### src/rtl/md_pkg.sv
// Shared constants and types for the multiply/divide sequencer.
// Used by md_decode and multdiv_sequencer (optional MULTDIV_TIMEOUT_EN build).
package md_pkg;

    // Instruction field encodings for the R-type mul/div instructions
    localparam logic [4:0] OP_RTYPE = 5'b00000;
    localparam logic [4:0] ALU_MUL  = 5'b00110;
    localparam logic [4:0] ALU_DIV  = 5'b00111;

    // Exception reporting: status register index and codes written to it
    localparam logic [4:0]  REG_RSTATUS = 5'd30;
    localparam logic [31:0] RSTATUS_MUL = 32'd4;
    localparam logic [31:0] RSTATUS_DIV = 32'd5;

    // Sequencer states
    typedef enum logic [1:0] {
        ST_IDLE  = 2'd0,
        ST_START = 2'd1,
        ST_BUSY  = 2'd2,
        ST_WB    = 2'd3
    } md_state_e;

    // Kind of operation latched at acceptance
    typedef enum logic {
        KIND_MUL = 1'b0,
        KIND_DIV = 1'b1
    } md_kind_e;

    // Status code reported in $rstatus for a failed operation of the given kind
    function automatic logic [31:0] rstatus_code(input md_kind_e kind);
        return (kind == KIND_DIV) ? RSTATUS_DIV : RSTATUS_MUL;
    endfunction

endpackage

### src/rtl/md_decode.sv
// Combinational decode of the execute-stage instruction into mul/div flags.
module md_decode
    import md_pkg::*;
(
    input  logic [4:0] opCode,
    input  logic [4:0] aluOp,
    output logic       is_mul,
    output logic       is_div
);

    logic is_rtype;

    // Both instructions are R-type; the ALU op field selects which one
    always_comb begin
        is_rtype = (opCode == OP_RTYPE);
        is_mul   = is_rtype && (aluOp == ALU_MUL);
        is_div   = is_rtype && (aluOp == ALU_DIV);
    end

endmodule

### src/rtl/multdiv_sequencer.sv
// Multi-cycle sequencer for the shared multiplier/divider unit.
// Accepts mul/div from execute, pulses the unit's start, stalls the pipeline
// until the result is ready and commits the writeback (or the $rstatus code
// on exception).
// Optional feature: define MULTDIV_TIMEOUT_EN to force an exception after
// TIMEOUT busy cycles without a result.
module multdiv_sequencer
    import md_pkg::*;
#(
    parameter int CNT_W   = 6,
    parameter int TIMEOUT = 40
) (
    input  logic        clock,
    input  logic        reset,
    input  logic        insn_valid,
    input  logic [4:0]  opCode,
    input  logic [4:0]  aluOp,
    input  logic [4:0]  rd,
    input  logic [31:0] operandA,
    input  logic [31:0] operandB,
    input  logic        md_resultRDY,
    input  logic        md_exception,
    input  logic [31:0] md_result,
    output logic        ctrl_MULT,
    output logic        ctrl_DIV,
    output logic [31:0] md_opA,
    output logic [31:0] md_opB,
    output logic        stall,
    output logic        wb_we,
    output logic [4:0]  wb_reg,
    output logic [31:0] wb_data,
    output logic        busy
);

    md_state_e        state_q, state_d;
    md_kind_e         kind_q;
    logic [4:0]       rd_q;
    logic [31:0]      opa_q, opb_q;
    logic [31:0]      res_q;
    logic             exc_q;
    logic [CNT_W-1:0] cnt_q;

    logic is_mul, is_div, md_req;
    logic accept;      // IDLE and a request present: latch operands
    logic capture;     // BUSY and result ready: latch result/exception
    logic force_exc;   // BUSY timed out: report an exception

    md_decode u_decode (
        .opCode (opCode),
        .aluOp  (aluOp),
        .is_mul (is_mul),
        .is_div (is_div)
    );

    assign md_req = insn_valid && (is_mul || is_div);

`ifdef MULTDIV_TIMEOUT_EN
    localparam logic [CNT_W-1:0] TIMEOUT_CNT = CNT_W'(TIMEOUT);
    logic timeout_hit;
    assign timeout_hit = (cnt_q == TIMEOUT_CNT);
`else
    // Counter is still maintained but nothing compares it in this build
    logic unused_cnt;
    assign unused_cnt = ^{cnt_q, TIMEOUT};
`endif

    // State register with synchronous reset
    always_ff @(posedge clock) begin
        // NOTE: non-blocking assignments so every register samples pre-edge values.
        if (reset) state_q <= ST_IDLE;
        else       state_q <= state_d;
    end

    // Next-state logic and all FSM-driven outputs
    always_comb begin
        // NOTE: every signal gets a default first so no path infers a latch.
        state_d   = state_q;
        accept    = 1'b0;
        capture   = 1'b0;
        force_exc = 1'b0;
        stall     = 1'b0;
        ctrl_MULT = 1'b0;
        ctrl_DIV  = 1'b0;
        wb_we     = 1'b0;
        wb_reg    = 5'd0;
        wb_data   = 32'd0;

        unique case (state_q)
            ST_IDLE: begin
                if (md_req) begin
                    accept  = 1'b1;
                    stall   = 1'b1;
                    state_d = ST_START;
                end
            end
            ST_START: begin
                stall     = 1'b1;
                ctrl_MULT = (kind_q == KIND_MUL);
                ctrl_DIV  = (kind_q == KIND_DIV);
                state_d   = ST_BUSY;
            end
            ST_BUSY: begin
                stall = 1'b1;
                if (md_resultRDY) begin
                    capture = 1'b1;
                    state_d = ST_WB;
                end
`ifdef MULTDIV_TIMEOUT_EN
                else if (timeout_hit) begin
                    force_exc = 1'b1;
                    state_d   = ST_WB;
                end
`endif
            end
            ST_WB: begin
                // Pipeline advances this cycle; a request seen now belongs to
                // the next instruction and is taken from IDLE
                if (exc_q) begin
                    wb_we   = 1'b1;
                    wb_reg  = REG_RSTATUS;
                    wb_data = rstatus_code(kind_q);
                end else begin
                    wb_we   = (rd_q != 5'd0);
                    wb_reg  = rd_q;
                    wb_data = res_q;
                end
                state_d = ST_IDLE;
            end
            default: state_d = ST_IDLE;
        endcase
    end

    // Operand/destination latches, result capture and busy-cycle counter
    always_ff @(posedge clock) begin
        if (reset) begin
            kind_q <= KIND_MUL;
            rd_q   <= 5'd0;
            opa_q  <= 32'd0;
            opb_q  <= 32'd0;
            res_q  <= 32'd0;
            exc_q  <= 1'b0;
            cnt_q  <= '0;
        end else begin
            if (accept) begin
                kind_q <= is_div ? KIND_DIV : KIND_MUL;
                rd_q   <= rd;
                opa_q  <= operandA;
                opb_q  <= operandB;
            end

            if (state_q == ST_START) begin
                cnt_q <= '0;
            end else if ((state_q == ST_BUSY) && !md_resultRDY && (cnt_q != '1)) begin
                cnt_q <= cnt_q + 1'b1;
            end

            if (capture) begin
                res_q <= md_result;
                exc_q <= md_exception;
            end else if (force_exc) begin
                res_q <= 32'd0;
                exc_q <= 1'b1;
            end
        end
    end

    assign md_opA = opa_q;
    assign md_opB = opb_q;
    assign busy   = (state_q != ST_IDLE);

endmodule
### config.mk
export PLATFORM = sky130hd
export DESIGN_NAME = multdiv_sequencer
export DESIGN_NICKNAME = d
export VERILOG_FILES = /design/src/rtl/md_pkg.sv /design/src/rtl/md_decode.sv /design/src/rtl/multdiv_sequencer.sv
export SDC_FILE = /design/constraint.sdc
export NUM_CORES = 1
export LEC_CHECK = 0
export CELL_PAD_IN_SITES_DETAIL_PLACEMENT = 1
export CELL_PAD_IN_SITES_GLOBAL_PLACEMENT = 2
export CORE_MARGIN = 10
export CORE_UTILIZATION = 28
export CTS_BUF_LIST = sky130_fd_sc_hd__clkbuf_4 sky130_fd_sc_hd__clkbuf_8
export CTS_CLUSTER_DIAMETER = 150
export DETAILED_ROUTE_END_ITERATION = 7
export DONT_BUFFER_PORTS = 1
export PLACE_DENSITY_LB_ADDON = 0.15
export REMOVE_ABC_BUFFERS = 1
export SLEW_MARGIN = 30
export SYNTH_ARGS = -nofsm -noshare
export SYNTH_HDL_FRONTEND = slang
export SYNTH_SLANG_ARGS = --single-unit
### constraint.sdc
create_clock -name clock -period 5.7 [get_ports clock]
set_input_delay 1.71 -clock clock [delete_from_list [all_inputs] [get_ports clock]]
set_output_delay 1.71 -clock clock [all_outputs]
set_load 0.02 [all_outputs]
== Yosys cells after proc, flatten, opt, wreduce, memory -nomap -nowiden ==
Index checks and enable logic that the tools add are counted.

* Bits in registers: 105
* Bits of input ports: 116
* Output and inout port bits: 106
* Logic and storage cells: 43

* Equality and inequality tests: 7
* Multiplexer cells: 18
* Bitwise operators: 1
* Reduce and logical (&&, ||, !) cells: 10

{| class="wikitable"
|+ Operator list
! operator !! count
|-
| $mux W32 || 2
|-
| $eq A5 B3 Y1 const B || 2
|-
| $mux W1 || 10
|-
| $mux W5 || 2
|-
| $pmux W2 S4 || 1
|-
| $logic_not A5 Y1 || 1
|-
| $reduce_bool A5 Y1 || 1
|-
| $eq A2 B2 Y1 const B || 2
|-
| $mux W2 || 2
|-
| $ne A2 B2 Y1 const B || 2
|-
| $logic_and A1 B1 Y1 || 3
|-
| $eq A2 B1 Y1 const B || 1
|-
| $logic_not A2 Y1 || 1
|-
| $pmux W1 S2 || 1
|-
| $reduce_and A2 Y1 || 1
|-
| $reduce_bool A2 Y1 || 1
|-
| $reduce_or A2 Y1 || 1
|-
| $logic_or A1 B1 Y1 || 1
|-
| $not A1 Y1 || 1
|}

== Depth between registers and ports, before layout ==
Gate-level depths: netlist of the first run.

* Depth after elaboration: 6
* Gate-level depth with buffers: 8

== Hierarchy ==
A second synthesis of the first run with hierarchy kept.

* Cells, all modules: 523
* Area total of the unflattened synthesis: 4078.9 um2

{| class="wikitable"
|+ Modules (own cells, without submodules)
! module !! times used !! cells each !! area each (um2) !! seq. area each (um2)
|-
| multdiv_sequencer || 1 || 518 || 4043.9 || 2102.0
|-
| md_decode || 1 || 5 || 35.0 || 0.0
|}

== Worst setup path before layout of the first run ==
OpenSTA, ideal clock, no wires.

* Kind: input -> output
* From: in opCode[1]
* To: out stall
* Data arrival time: 3.343 ns
* Setup slack: 0.647 ns
* Stages: 5
* Cell sequence: or4_4 > or4_4 > buf_8 > buf_12 > a21oi_1

* Cells in the longest elaborated chain, start to end: 6
* Elaborated cells on any way between the ends: 7

{| class="wikitable"
|+ RTL lines
! what !! line !! text
|-
| start, declared || multdiv_sequencer.sv:16 || <nowiki>input logic [4:0] opCode,</nowiki>
|-
| $logic_not A5 Y1 * || md_decode.sv:15 || <nowiki>is_rtype = (opCode == OP_RTYPE);</nowiki>
|-
| $logic_and A1 B1 Y1 (on tied branches) || md_decode.sv:16, md_decode.sv:17 ||
|-
| $logic_or A1 B1 Y1 * || multdiv_sequencer.sv:55 || <nowiki>assign md_req = insn_valid && (is_mul || is_div);</nowiki>
|-
| $logic_and A1 B1 Y1 * || multdiv_sequencer.sv:55 ||
|-
| $mux W1 * || multdiv_sequencer.sv:90 || <nowiki>if (md_req) begin</nowiki>
|-
| $pmux W1 S2 * || multdiv_sequencer.sv:88 || <nowiki>unique case (state_q)</nowiki>
|-
| end, declared || multdiv_sequencer.sv:28 || <nowiki>output logic stall,</nowiki>
|}

Mark *: on every way between the ends. The rest lies on a longest branch, timed or not.

== Final worst setup path of the first run ==
Same ends and word-level chain as after synthesis.

==> impl_results.rst, run 1 <==
.. list-table::
   :header-rows: 1

   * - Metric
     - Value
   * - Sink count of the clock tree
     - 105
   * - Share of the synthesized area in the top cell type
     - 50.2%
   * - Total Neg Setup Slack
     - 0 ns
   * - Number of hold-repair buffers added at the cts stage
     - 0
   * - Min Tclk post-route
     - 4.98 ns
   * - Setup violators final
     - 0
   * - Result of the run
     - finished, final reports clean
   * - Synth area leader
     - sky130_fd_sc_hd__dfxtp_1
   * - Largest net degree at the start of global routing
     - 107
   * - GP Congestion
     - 0.682
   * - Hold WC Path Type
     - flop to flop
   * - Leak pwr
     - 2.06 nW
   * - CP max stage cell
     - sky130_fd_sc_hd__or4_4
   * - Synth async-reset ratio
     - 0%
   * - Depth of the CTS H-tree
     - 3
   * - Violation count after the first detailed-routing iteration
     - 111
   * - Cells traversed along the worst timing path
     - or4_4 -> or4_4 -> a21oi_1 -> buf_4
   * - IO Port Bufs
     - 0
   * - Depth of the worst register-to-register path
     - 7
   * - First-pass GRT wire length
     - 18.4 mm
   * - Gate Count Post-Synth
     - 443
   * - Hold violation count in the final report
     - 0
   * - CTS tree
     - built
   * - Area added between synthesis and finish
     - 5.31%
   * - Element type at the critical path end
     - primary output
   * - Number of different library cells in the post-synthesis netlist
     - 22
   * - Layout cell share with drive strength beyond 1
     - 5.34%
   * - Utilization of the core after routing
     - 30.2%
   * - Worst EP arrival
     - 3.27 ns
   * - Most repeated library cell on the critical path
     - sky130_fd_sc_hd__or4_4
   * - Average wire per cell in the routed design
     - 20.2 µm
   * - Hold path startpoint
     - res_q[16]$_SDFFE_PP0P_
   * - Mapped Area
     - 4190 µm²
   * - Final number of max-transition violations
     - 0
   * - Peak supply drop
     - 0.000103 V
   * - Worst EP required
     - 3.99 ns
   * - Die height
     - 142 µm
   * - Number of warnings printed during yosys synthesis
     - 0
   * - Achievable frequency
     - 201 MHz
   * - Cell depth of the worst min-delay path
     - 2
   * - X dimension of the die
     - 142 µm
   * - GRT Overall Usage
     - 11.6%
   * - Initial core utilization
     - 28.7%
   * - Maximum Capacitance Violations
     - 0
   * - Final worst path period share
     - 87.4%
   * - Clk Tree Root Cell
     - sky130_fd_sc_hd__clkbuf_8
   * - Antenna fix cells
     - 0
   * - Number of I/O pins
     - 222
   * - Number of resized instances in the post-cts repair step
     - 0
   * - Share of the yosys chip area belonging to registers
     - 50.2%
   * - Count of nets after finishing
     - 547
   * - Post-CTS Setup Inserts
     - 0
   * - Leading cell type by number of instances after synthesis
     - sky130_fd_sc_hd__dfxtp_1
   * - DP Wirelength
     - 9.21 mm
   * - RSZ-0062 raised after global routing
     - false
   * - Drt pass-1 iters
     - 6
   * - #FFs+latches synth
     - 105
   * - Post-route DRC
     - 0
   * - Area of the placeable core
     - 14600 µm²
   * - CTS Buffer Depth
     - 2
   * - Number of inserted filler cells in the final layout
     - 1715
   * - Clock tree skew after final layout
     - 0.00998 ns
   * - Startpoint class of the critical path
     - input port
   * - Minimum hold slack
     - 0.453 ns
   * - Total die area
     - 20300 µm²
   * - Total chip power
     - 1.29 mW
   * - Critical setup path kind
     - input port to primary output
   * - Vias in the first global route
     - 3094
   * - Post-route ant nets
     - 0
   * - Post-synthesis area per instance
     - 9.46 µm²
   * - Number of enable-type register cells in the synthesized netlist
     - 0
   * - Prevailing post-synth register cell
     - sky130_fd_sc_hd__dfxtp_1
   * - DRT Wirelength
     - 12.4 mm
   * - Maximum net fanout on the critical path
     - 24
   * - Clk_lat worst skew
     - 0.37 ns
   * - CP Launch Point
     - opCode[1]
   * - Via/cell ratio
     - 4.71
   * - Rel. slew slack
     - 48.4%
   * - Max incr delay on CP
     - 0.65 ns
   * - Startpoint of the most critical register-to-register path
     - state_q[0]$_SDFFE_PP0P_
   * - Remaining global-route overflow
     - 0
   * - Actual slew at the worst max-slew pin
     - 0.773 ns
   * - Antenna violations before repair
     - 0
   * - Cells taking the most area after synthesis
     - sky130_fd_sc_hd__dfxtp_1 (50%), sky130_fd_sc_hd__mux2i_1 (17%), sky130_fd_sc_hd__nor2_1 (6.4%)
   * - Number of buffers created by CTS
     - 9
   * - Top cells by count, synth
     - sky130_fd_sc_hd__dfxtp_1 (105), sky130_fd_sc_hd__mux2i_1 (71), sky130_fd_sc_hd__nor2_1 (71)
   * - Overall via count from detail_route
     - 2896
   * - Std-Cell Rows
     - 44
   * - Power per cell area
     - 292 nW/µm²
   * - Clk pin slew, worst setup/hold paths
     - 0.11 ns
-- layout make-up --
type,instances,area [µm²],area share [%]
clock buffer,10,131,2.98
clock inverter,6,73.8,1.67
inverter,5,18.8,0.425
multi-input combinational,301,1830,41.4
sequential,105,2100,47.6
tap,184,230,5.22
timing repair buffer,4,30.0,0.680
-- sequential cells by signal, summed over array words and instances (netlist names) --
signal / cells
exc_q: 1
md_opB: 32
res_q: 32
state_q: 2
md_opA: 32
kind_q: 1
rd_q: 5
-- kinds of logic after synthesis --
kind of cell / share of synthesized area (%)
and+or+nand+nor: 19.0
DFF: 50.2
muxes: 17.0
AOI/OAI and AO/OA: 6.06
buffers and inverters: 6.30
adders and majority gates: 1.49
-- critical path: cells and delay by family --
family	cells	cell delay, ns
buffers and inverters	1	0.16
AOI/OAI and AO/OA	1	0.23
and+or+nand+nor	2	1.17
-- metrics by stage --
step,setup WS [ns],instances,cell area [µm²]
floorplan,0.398,411,3950
global placement,0.697,599,4210
detailed placement,0.684,599,4210
CTS,0.680,615,4410
global route,0.615,615,4410
finish,0.716,615,4410
-- metal layers --
layer	part of all wire, %	track usage, %	wire length [µm]
met2	44	17.5	5530
met3	14	6.88	1710
met5	0	0	0
met4	1.5	4.79	192
met1	40	13.1	5020
-- layout by cell type (no fill, tap or decap), types with 3 or more instances in the layout --
cell,instances
sky130_fd_sc_hd__nor2b_1,3
sky130_fd_sc_hd__ha_1,5
sky130_fd_sc_hd__clkbuf_8,9
sky130_fd_sc_hd__a21oi_1,35
sky130_fd_sc_hd__nor2_1,71
sky130_fd_sc_hd__nand2_1,66
sky130_fd_sc_hd__mux2i_1,71
sky130_fd_sc_hd__and2_1,33
sky130_fd_sc_hd__buf_4,4
sky130_fd_sc_hd__inv_1,5
sky130_fd_sc_hd__dfxtp_1,105
sky130_fd_sc_hd__o21a_1,5
-- power breakdown --
group / internal, mW / leakage (nW) / total, mW / switching [mW]
combinational: 0.0196 / 1.12 / 0.0541 / 0.0345
sequential: 0.739 / 0.845 / 0.744 / 0.00512
clock: 0.215 / 0.0988 / 0.488 / 0.273
-- worst paths after layout --
check / end / slack, ns
setup / recovery: stall / 0.72
hold / removal: res_q[16]$_SDFFE_PP0P_ / 0.45
setup reg to reg: md_opB[29]$_SDFFE_PP0P_ / 3.15
hold reg to reg: res_q[16]$_SDFFE_PP0P_ / 0.45
Note: power is estimated with default switching activity, not from simulation.
==> run 2, diff against run 1 <==
--- a/config.mk
+++ b/config.mk
@@ -8,7 +8,7 @@
 export CELL_PAD_IN_SITES_DETAIL_PLACEMENT = 1
 export CELL_PAD_IN_SITES_GLOBAL_PLACEMENT = 2
 export CORE_MARGIN = 10
-export CORE_UTILIZATION = 28
+export CORE_UTILIZATION = 39
 export CTS_BUF_LIST = sky130_fd_sc_hd__clkbuf_4 sky130_fd_sc_hd__clkbuf_8
 export CTS_CLUSTER_DIAMETER = 150
 export DETAILED_ROUTE_END_ITERATION = 7
==> run 2 against run 1 <==
  * First-iteration DRC count up 7.2%
  * Power down 4.8%
  * Die area down 25%
  * Clock power down 13%
  * Setup slack better by 0.028 ns
  * Cell area down 1.9%
  * Largest power group unchanged
==> impl_results.rst, run 2 (synthesis gave the netlist of run 1 again) <==
.. list-table::
   :header-rows: 1

   * - Metric
     - Value
   * - Most common library cell in the layout ignoring fill and taps
     - sky130_fd_sc_hd__dfxtp_1
   * - Achievable frequency
     - 202 MHz
   * - Power per cell area
     - 283 nW/µm²
   * - Vias in the first global route
     - 2968
   * - Cells traversed along the worst timing path
     - or4_4 -> or4_4 -> a21oi_1 -> buf_4
   * - GRT Overall Usage
     - 14.5%
   * - Most repeated library cell on the critical path
     - sky130_fd_sc_hd__or4_4
   * - Post-route design area
     - 4330 µm²
   * - Hold violation count in the final report
     - 0
   * - GP Congestion
     - 0.732
   * - CP Launch Point
     - opCode[1]
   * - Post-route DRC
     - 0
   * - X dimension of the die
     - 124 µm
   * - Total die area
     - 15300 µm²
   * - Area of the multi-input gates
     - 1830 µm²
   * - Initial core utilization
     - 40.2%
   * - Clk pin slew, worst setup/hold paths
     - 0.10 ns
   * - Worst EP arrival
     - 3.25 ns
   * - Area added between synthesis and finish
     - 3.28%
   * - Antenna violations before repair
     - 0
   * - Hold path startpoint
     - res_q[18]$_SDFFE_PP0P_
   * - Area taken by flip-flops and latches
     - 2100 µm²
   * - Hold WC Path Type
     - flop to flop
   * - Buf/Inv on CP
     - 1
   * - Post-CTS Setup Inserts
     - 0
   * - Final number of max-transition violations
     - 0
   * - First-pass GRT wire length
     - 17.1 mm
   * - Final worst-path setup slack
     - 0.744 ns
   * - Actual slew at the worst max-slew pin
     - 0.818 ns
   * - Sink count of the clock tree
     - 105
   * - Via/cell ratio
     - 5.10
   * - Largest net degree at the start of global routing
     - 107
   * - Number of I/O pins
     - 222
   * - Worst EP required
     - 3.99 ns
   * - Die height
     - 124 µm
   * - Number of resized instances in the post-cts repair step
     - 0
   * - Max incr delay on CP
     - 0.65 ns
   * - Maximum net fanout on the critical path
     - 23
   * - Count of nets after finishing
     - 547
   * - Maximum Capacitance Violations
     - 0
   * - Number of inserted filler cells in the final layout
     - 1213
   * - Antenna fix cells
     - 0
   * - Number of hold-repair buffers added at the cts stage
     - 0
   * - DP Wirelength
     - 8.83 mm
   * - Std-Cell Rows
     - 37
   * - Average wire per cell in the routed design
     - 21.0 µm
   * - Area of the placeable core
     - 10400 µm²
   * - Layout cell share with drive strength beyond 1
     - 5.34%
   * - Kind of cell adding the most delay to the critical path
     - simple AND/OR/NAND/NOR gates
   * - Setup slack after placement
     - 0.733 ns
   * - Leak pwr
     - 2.05 nW
   * - Depth of the CTS H-tree
     - 3
   * - Violation count after the first detailed-routing iteration
     - 119
   * - Final worst path period share
     - 86.9%
   * - Post-DP Area
     - 4150 µm²
   * - Drt pass-1 iters
     - 4
   * - Setup violators final
     - 0
   * - Critical setup path kind
     - input port to primary output
   * - IO Port Bufs
     - 0
   * - RSZ-0062 raised after global routing
     - false
   * - CTS tree
     - built
   * - DRT Wirelength
     - 11.9 mm
   * - Clk Tree Root Cell
     - sky130_fd_sc_hd__clkbuf_8
   * - Rel. slew slack
     - 45.5%
   * - Clk_lat worst skew
     - 0.36 ns
   * - Result of the run
     - finished, final reports clean
   * - Highest-count cells in the layout ignoring fill and taps
     - sky130_fd_sc_hd__dfxtp_1 (105), sky130_fd_sc_hd__mux2i_1 (71), sky130_fd_sc_hd__nor2_1 (71)
   * - Element type at the critical path end
     - primary output
   * - Total Neg Setup Slack
     - 0 ns
   * - Number of buffers created by CTS
     - 9
   * - Clock tree skew after final layout
     - 0.00432 ns
   * - Peak supply drop
     - 0.000107 V
   * - Min Tclk post-route
     - 4.96 ns
   * - Remaining global-route overflow
     - 0
   * - Post-route ant nets
     - 0
   * - Startpoint class of the critical path
     - input port
   * - Startpoint of the most critical register-to-register path
     - state_q[0]$_SDFFE_PP0P_
   * - CTS Buffer Depth
     - 2
   * - CP max stage cell
     - sky130_fd_sc_hd__or4_4
   * - Overall via count from detail_route
     - 2890
## run 2: cell count changes in the layout (fill, tap and decap cells not counted), sizes merged
cell / change
clkinv: +3
inv: -2
bufinv: -1
## run 2: per-stage QoR
stage	hold WS (ns)	cells	util, %	total power [mW]
floorplan	0.426	411	-	0.800
global placement	0.432	551	39.8	0.815
detailed placement	0.439	551	39.8	0.817
CTS	0.454	567	41.5	1.25
global route	0.467	567	41.5	1.28
finish	0.457	567	41.5	1.22
## run 2: worst reg2reg max path: cells and delay by family, from the launching register on
family        cells  cell delay (ns)
fa+ha+maj         1             0.24
flops             1             0.40
mux               1             0.31
buf+inv           3             1.03
simple gates      2             0.50
## run 2: final cells by class
cell class,count,share of cell area [%]
repair buffers,4,0.694
well taps,136,3.93
clock buffers,10,3.18
inverters,5,0.434
flip-flops and latches,105,48.6
multi-input cells,301,42.2
clock inverters,6,0.983
## run 2: path summary, 6_finish.rpt
check                       endpoint  slack, ns  depth (start not counted)
max reg2reg  md_opB[27]$_SDFFE_PP0P_       3.11                          7
min reg2reg   res_q[18]$_SDFFE_PP0P_       0.46                          2
max                            stall       0.74                          4
min           res_q[18]$_SDFFE_PP0P_       0.46                          2
## run 2: power breakdown
| part | switching, mW | leakage [nW] | total [mW] | internal, mW |
|---|---|---|---|---|
| logic | 0.0348 | 1.12 | 0.0544 | 0.0196 |
| registers | 0.00501 | 0.845 | 0.744 | 0.739 |
| clock network | 0.254 | 0.0887 | 0.426 | 0.172 |
## run 2: routing by layer
layer	up-vias	part of all wire (%)	GRT usage, %
met5	-	0	0
met4	0	0.94	5.02
met3	8	15	8.91
met2	135	47	23.0
met1	1344	38	15.7
li1	1403	-	-
